File: config.mk
export PLATFORM = sky130hd
export DESIGN_NAME = spi_slave_regbank
export DESIGN_NICKNAME = d
export VERILOG_FILES = /design/src/rtl/spi_slave_regbank.sv
export SDC_FILE = /design/constraint.sdc
export NUM_CORES = 1
export LEC_CHECK = 0
export CAP_MARGIN = 40
export CORE_MARGIN = 1.5
export CORE_UTILIZATION = 30
export DETAILED_ROUTE_END_ITERATION = 8
export GPL_ROUTABILITY_DRIVEN = 0
export PLACE_DENSITY = 0.65
export SETUP_SLACK_MARGIN = 0.1
export SLEW_MARGIN = 30
export SYNTH_ARGS = -nofsm -noshare
export SYNTH_HDL_FRONTEND = slang
export SYNTH_SLANG_ARGS = --single-unit
File: constraint.sdc
create_clock -name clk -period 4 [get_ports clk]
set_clock_uncertainty 0.1 [all_clocks]
set_input_delay 0.8 -clock clk [delete_from_list [all_inputs] [get_ports clk]]
set_output_delay 0.8 -clock clk [all_outputs]
set_load 0.1 [all_outputs]
File: src/rtl/spi_slave_regbank.sv
// rtl/spi_slave_regbank.sv - SPI mode-0 slave exposing NREG write/read registers
//
// Ports:
//   clk, rst          system clock, synchronous active-high reset
//   sclk, cs, mosi    asynchronous SPI pins (cs active low, MSB first)
//   miso              SPI read data, idles at 1
//   rd_data           packed read-back values, register i at [i*NBIT +: NBIT]
//   out               packed written register contents, same packing
//   wr                per-register write request, set on a completed write
//   wr_ack            per-register acknowledge, clears the matching wr bit
module spi_slave_regbank #(
    parameter int              NBIT     = 32,
    parameter int              NREG     = 4,
    parameter logic [6:0]      BASE_ADR = 7'd1,
    parameter logic [NBIT-1:0] RST_VAL  = '1
) (
    input  logic                 clk,
    input  logic                 rst,
    input  logic                 sclk,
    input  logic                 cs,
    input  logic                 mosi,
    output logic                 miso,
    input  logic [NREG*NBIT-1:0] rd_data,
    output logic [NREG*NBIT-1:0] out,
    output logic [NREG-1:0]      wr,
    input  logic [NREG-1:0]      wr_ack
);

    localparam int IW = (NREG > 1) ? $clog2(NREG) : 1;

    localparam logic [2:0] IDLE  = 3'd0;
    localparam logic [2:0] HDR   = 3'd1;
    localparam logic [2:0] WDATA = 3'd2;
    localparam logic [2:0] RDATA = 3'd3;
    localparam logic [2:0] SKIP  = 3'd4;

    logic [2:0]      sclk_sync;
    logic [2:0]      cs_sync;
    logic [2:0]      mosi_sync;
    logic [2:0]      state;
    logic [5:0]      cnt;
    logic [6:0]      hdr;
    logic [NBIT-1:0] shreg;
    logic [IW-1:0]   idx;

    logic            sclk_rise;
    logic            sclk_fall;
    logic            cs_fall;
    logic            cs_rise;
    logic            mosi_s;
    logic [7:0]      hdr_word;
    logic [7:0]      diff;
    logic            hit;
    logic [IW-1:0]   idx_new;
    logic [NBIT-1:0] wr_word;

    // Reset loads the current pin level into every stage so that leaving
    // reset in the middle of a frame never fabricates a cs or sclk edge;
    // the rest of such a frame is then ignored until the next cs fall.
    always_ff @(posedge clk) begin
        if (rst) begin
            sclk_sync <= {3{sclk}};
            cs_sync   <= {3{cs}};
            mosi_sync <= {3{mosi}};
        end else begin
            sclk_sync <= {sclk_sync[1:0], sclk};
            cs_sync   <= {cs_sync[1:0], cs};
            mosi_sync <= {mosi_sync[1:0], mosi};
        end
    end

    always_comb begin
        sclk_rise = sclk_sync[1] & ~sclk_sync[2];
        sclk_fall = ~sclk_sync[1] & sclk_sync[2];
        cs_fall   = ~cs_sync[1] & cs_sync[2];
        cs_rise   = cs_sync[1] & ~cs_sync[2];
        mosi_s    = mosi_sync[2];
        hdr_word  = {hdr, mosi_s};
        // 8-bit difference: bit 7 set means the address lies below the window.
        diff      = {1'b0, hdr_word[6:0]} - {1'b0, BASE_ADR};
        hit       = !diff[7] && (diff < 8'(NREG));
        idx_new   = diff[IW-1:0];
        wr_word   = {shreg[NBIT-2:0], mosi_s};
    end

    always_ff @(posedge clk) begin
        if (rst) begin
            state <= IDLE;
            cnt   <= '0;
            hdr   <= '0;
            shreg <= '0;
            idx   <= '0;
            miso  <= 1'b1;
            out   <= {NREG{RST_VAL}};
            wr    <= '0;
        end else begin
            // A set further down overrides this clear for the same bit.
            wr <= wr & ~wr_ack;
            if (cs_fall) begin
                state <= HDR;
                cnt   <= '0;
                miso  <= 1'b1;
            end else if (cs_rise) begin
                state <= IDLE;
                cnt   <= '0;
                miso  <= 1'b1;
            end else begin
                case (state)
                    HDR: begin
                        if (sclk_rise) begin
                            hdr <= hdr_word[6:0];
                            if (cnt == 6'd7) begin
                                cnt <= '0;
                                if (hit) begin
                                    idx <= idx_new;
                                    if (hdr_word[7]) begin
                                        state <= WDATA;
                                    end else begin
                                        state <= RDATA;
                                        shreg <= rd_data[idx_new*NBIT +: NBIT];
                                    end
                                end else begin
                                    state <= SKIP;
                                end
                            end else begin
                                cnt <= cnt + 6'd1;
                            end
                        end
                    end
                    WDATA: begin
                        if (sclk_rise) begin
                            shreg <= wr_word;
                            cnt   <= cnt + 6'd1;
                            if (cnt == 6'(NBIT - 1)) begin
                                out[idx*NBIT +: NBIT] <= wr_word;
                                wr[idx]               <= 1'b1;
                                state                 <= SKIP;
                            end
                        end
                    end
                    RDATA: begin
                        // The LSB is held through the final rise; the fall
                        // after it returns miso to idle.
                        if (sclk_fall) begin
                            if (cnt == 6'(NBIT)) begin
                                miso  <= 1'b1;
                                state <= SKIP;
                            end else begin
                                miso  <= shreg[NBIT-1];
                                shreg <= {shreg[NBIT-2:0], 1'b0};
                                cnt   <= cnt + 6'd1;
                            end
                        end
                    end
                    IDLE, SKIP: ;
                    default: state <= IDLE;
                endcase
            end
        end
    end

endmodule

# Word-level counts from Yosys, hierarchy flattened
# Cells that the tools add are included.
# totals
ff_bits	192
ram_bits	0
inputBits	137
memories	0
word_cells	110
mem_bits_ro	0
latch_bits	0
out_inout_bits	133
# classes
n_eq_ne	23
order_cmp	3
mul	0
add_sub_neg	3
reduce_logical	15
mux	37
shift	3
bitwise_logic	14
div	0
# op_table
operator	count
$mux W32	7
$bwmux W128	1
$shift A32 B34 Y128 const A	1
$shiftx A128 B8 Y32	1
$shiftx A32 B34 Y128	1
$pmux W32 S3	1
$neg A7 Y34	1
$mux W3	10
$mux W6	5
$ne A4 B4 Y1 const B	6
$mux W4	5
$ne A2 B2 Y1 const B	9
$pmux W6 S3	1
$reduce_and A7 Y1	2
$pmux W3 S4	1
$reduce_and A10 Y1	1
$reduce_and A5 Y1	2
$lt A8 B3 Y1 const B	1
$sub A7 B1 Y8 const B	1
$not A1 Y1	7
$add A6 B1 Y6 const B	1
$eq A3 B2 Y1 const B	2
$eq A6 B3 Y1 const B	1
$eq A6 B5 Y1 const B	1
21 further kinds	29

# Logic depth before layout (Yosys ltp)
# logic_depth
depth_word	10
depth_mapped	11
depth_no_buf	8

# Worst setup path before layout
# OpenSTA, ideal clock, no wires.
# synth_path
path_kind	register -> register
startpoint	register mosi_sync[2]
endpoint	register shreg[23]
path_buffers	3
required_time_ns	3.753
path_stages_with_launch	9
setup_time_ns	0.147
path_slack_ns	1.600
arrival_time_ns	2.153
synth_period_minus_slack_ns	2.400
path_cell_list	dfxtp_1 -> buf_1 -> inv_1 -> ha_1 -> clkbuf_1 -> buf_1 -> mux4_2 -> nand2_1 -> a311oi_2
# synth_via
elab_chain_len	7
word_cells_on_any_way	12
cone_classes	1 x add/sub; 1 x order compare; 1 x eq/ne; 1 x shift; 5 x mux; 3 x reduce/logical
# synth_lines
element	line	rtl
start, declared	39	logic [2:0] mosi_sync;
start signal, assigned	64	mosi_sync <= {3{mosi}};
start signal, assigned	68	mosi_sync <= {mosi_sync[1:0], mosi};
$sub A7 B1 Y8 *	80	diff = {1'b0, hdr_word[6:0]} - {1'b0, BASE_ADR};
named net diff[0]	52	logic [7:0] diff;
$shiftx A128 B8 Y32	120	shreg <= rd_data[idx_new*NBIT +: NBIT];
$mux W32	116	if (hdr_word[7]) begin
$mux W32	114	if (hit) begin
$mux W32	112	if (cnt == 6'd7) begin
$mux W32	110	if (sclk_rise) begin
$pmux W32 S3	108	case (state)
end signal, assigned	120	
end signal, assigned	132	shreg <= wr_word;
end signal, assigned	150	shreg <= {shreg[NBIT-2:0], 1'b0};
end, declared	43	logic [NBIT-1:0] shreg;
# The timed path passes the listed nets; every way through them passes the cells marked *. The select of a mux whose other input is x is not followed.
# A chain may end at the register's enable or synchronous reset.

# Worst setup path after layout
# layout_path
startpoint	register mosi_sync[2]
endpoint	register shreg[29]
# Same word-level chain as after synthesis.

==> flow_summary.json <==
{
  "status": "complete, but fails checks",
  "violations": "design-rule violations",
  "htreeDepth": 4,
  "cts_root_buffer": "clkbuf_16",
  "p_leak_uw": 0.005343,
  "yosys_register_bits": 192,
  "netlist_area_um2": 8038,
  "drt_pass1_iterations": 8,
  "ant_nets": 0,
  "numCtsBuffers": 17,
  "io_pins": 270,
  "wirelength_um": 28130,
  "worst_slew_pin_slew_ns": 0.6803,
  "antenna_found_initial": 0,
  "worstPathCellList": "inv_1 > ha_4 > xnor2_1 > nand4_1 > o31ai_1 > and3_2 > buf_12 > nor2_1 > a311oi_2",
  "hold_slack_ns": 0.3339,
  "cts_resized": 0,
  "max_freq_ghz": 0.3310,
  "tns_ns": 0,
  "die_y_um": 166.7,
  "reg2reg_slack_ns": 0.98,
  "syn_area_per_cell_um2": 11.37,
  "die_area_um2": 27780,
  "finalCritPeriodShare_pct": 75.54,
  "final_layout_size_suffix_gt1_share_pct": 24.26,
  "relSlewSlack_pct": 54.65,
  "final-setup-viol-count": 0,
  "ys_top_cells_by_area": "dfxtp_1 (48%), a221o_1 (16%), mux4_2 (8.7%)",
  "hold_buffers": 0,
  "clk_latency_ns": 0.43,
  "yosysTopAreaCell": "dfxtp_1",
  "cts_setup_buffers": 0,
  "clockBufferDepth": 2,
  "min_period_ns": 3.021,
  "seq_area_frac_synth_pct": 47.82,
  "coreArea_um2": 26210,
  "vias_per_cell": 5.268,
  "criticalPathCategory": "reg2reg",
  "crit_required_ns": 4.25,
  "cp_num_buf_inv": 2,
  "yosysTopAreaCellShare_pct": 47.82,
  "grtUsageTotal_pct": 20.32,
  "start_kind": "flop",
  "endpoint_kind": "flop",
  "drtIter0Drc": 499,
  "vias": 7476,
  "ys.flop_type": "dfxtp_1",
  "syn_nets": 857,
  "tritoncts": "yes",
  "clk_pin_slew_worst_paths_ns": 0.08,
  "die_width_um": 166.7,
  "placed_area_um2": 13530,
  "syn_to_final_growth_pct": 75.40,
  "power_density_nw_per_um2": 287.4,
  "synthArstFlopShare_pct": 0,
  "finalNetCount": 1221,
  "path_delay_family": "simple AND/OR/NAND/NOR gates",
  "post-route-util_pct": 53.80,
  "slowest_stage": "dfxtp_2",
  "num-fill-cells": 2098,
  "timing_hold_violations_final": 0,
  "rows": 59,
  "syn_inst": 707,
  "wl_per_cell_um": 19.83,
  "finalMaxSlewViolations": 0,
  "synth_edf_count": 0,
  "drc_errors": 21,
  "ys_types": 53,
  "diodes": 0,
  "worst_ep_arrival_time_ns": 3.27,
  "grt_pass1_vias": 7703,
  "power.total_uw": 4051,
  "overflow": 0,
  "clkSinkCount": 192,
  "peakVddDrop_mv": 0.2730,
  "io_buffers": 269,
  "min_path_type": "reg2reg",
  "max_cap_viol_count": 0,
  "crit_fanout": 40,
  "slowest_delay_ns": 0.67,
  "grt_max_degree": 104,
  "yosys_warnings": 0,
  "grt_pass1_wl_um": 44030,
  "seq_area_um2": 3845,
  "postLayoutCellArea_um2": 14100,
  "multiInputGateArea_um2": 3834,
  "start_util_pct": 30.67,
  "dpl.hpwl_um": 20330,
  "rsz0062_at_grt": "no"
}
-- worst register-to-register path, stage by stage, from the launching register on --
cell and delay (ns):
dfxtp_2 0.67, inv_1 0.18, ha_4 0.20, xnor2_1 0.12, nand4_1 0.18, o31ai_1 0.23, and3_2 0.60, buf_12 0.32
nor2_1 0.11, a311oi_2 0.24
-- per-layer routing --
metal	global-route usage [%]	part of all wire (%)
met4	6.126	1.8
met3	3.755	5.4
met2	36.65	52
met1	24.49	41
met5	0	0
-- sequential cells by signal (all words and copies together) (netlist names) --
name and cells:
state 3, wr 4, cnt 6, sclk_sync 3, cs_sync 3, miso 1, mosi_sync 3, hdr 7
idx 2, shreg 32, out 128
-- stage by stage --
stage	worst slack [ns]	std cells
2_1_floorplan	1.600	707
3_3_place_gp	1.069	1252
4_1_cts	0.9609	1419
3_5_place_dp	0.9904	1387
5_1_grt	0.6405	1419
6_report	0.9786	1419
-- synthesized netlist by cell type, types with 2 or more instances --
library cell and number:
a311oi_1 4, nor2b_1 5, nor4b_4 3, and3_1 4
buf_2 19, inv_1 15, o21ai_0 9, dfxtp_1 192
nand3_2 3, and2_1 2, xor2_1 3, nand2_1 73
a221o_1 128, buf_6 3, a21oi_1 7, a31oi_1 2
o31ai_1 2, buf_1 4, nand3_1 2, or3_1 3
ha_1 13, a311oi_2 27, nor3_1 6, nand4_1 4
buf_4 4, clkbuf_1 43, mux2i_1 13, nor2_1 59
mux4_2 31
-- layout by cell type (no fill, tap or decap), types with 2 or more instances in the layout --
master	count
clkdlybuf4s50_1	267
dfxtp_1	191
a221o_1	128
buf_8	91
nand2_1	73
nor2_1	59
buf_16	41
mux4_2	31
a311oi_2	27
clkbuf_16	17
inv_1	15
mux2i_1	13
ha_1	12
buf_4	11
o21ai_0	9
a21oi_1	7
inv_6	7
nor3_1	6
nand3_2	4
nand4_1	4
a311oi_1	4
nor2b_1	4
buf_12	4
and3_1	3
nor4b_4	3
or3_1	3
xor2_1	3
clkinv_8	3
buf_6	3
and2_1	2
a31oi_1	2
and3_2	2
o31ai_1	2
-- power breakdown --
group,internal [uW],switching [uW]
Clock,831,819
Combinational,242,170
Sequential,1940,53.3
Total,3010,1040
-- worst paths after layout --
check / end / start / cells past startpoint
max: shreg[29] / mosi_sync[2] / 9
max reg2reg: shreg[29] / mosi_sync[2] / 9
min: mosi_sync[2] / mosi_sync[1] / 2
min reg2reg: mosi_sync[2] / mosi_sync[1] / 2
-- final cells by class --
type / count / share of cell area, %
Clock buffer: 18 / 3.044
Sequential cell: 192 / 27.27
Multi-Input combinational cell: 426 / 27.19
Timing Repair Buffer: 418 / 38.08
Clock inverter: 14 / 1.012
Inverter: 16 / 0.4260
Tap cell: 335 / 2.973
-- logic make-up (layout without fill, tap and decap cells) --
kind of cell             after synthesis  after routing  synth area share (%)
AO/OA/AOI/OAI                        187            187                 23.66
XOR/XNOR                               4              4                0.4359
adder cells (fa/ha/maj)               13             13                 2.024
buffers and inverters                 89            466                 4.919
flip-flops                           192            192                 47.82
multiplexers                          45             45                 10.45
AND/OR/NAND/NOR                      177            177                 10.69
Power figures use the tool's default switching activity.
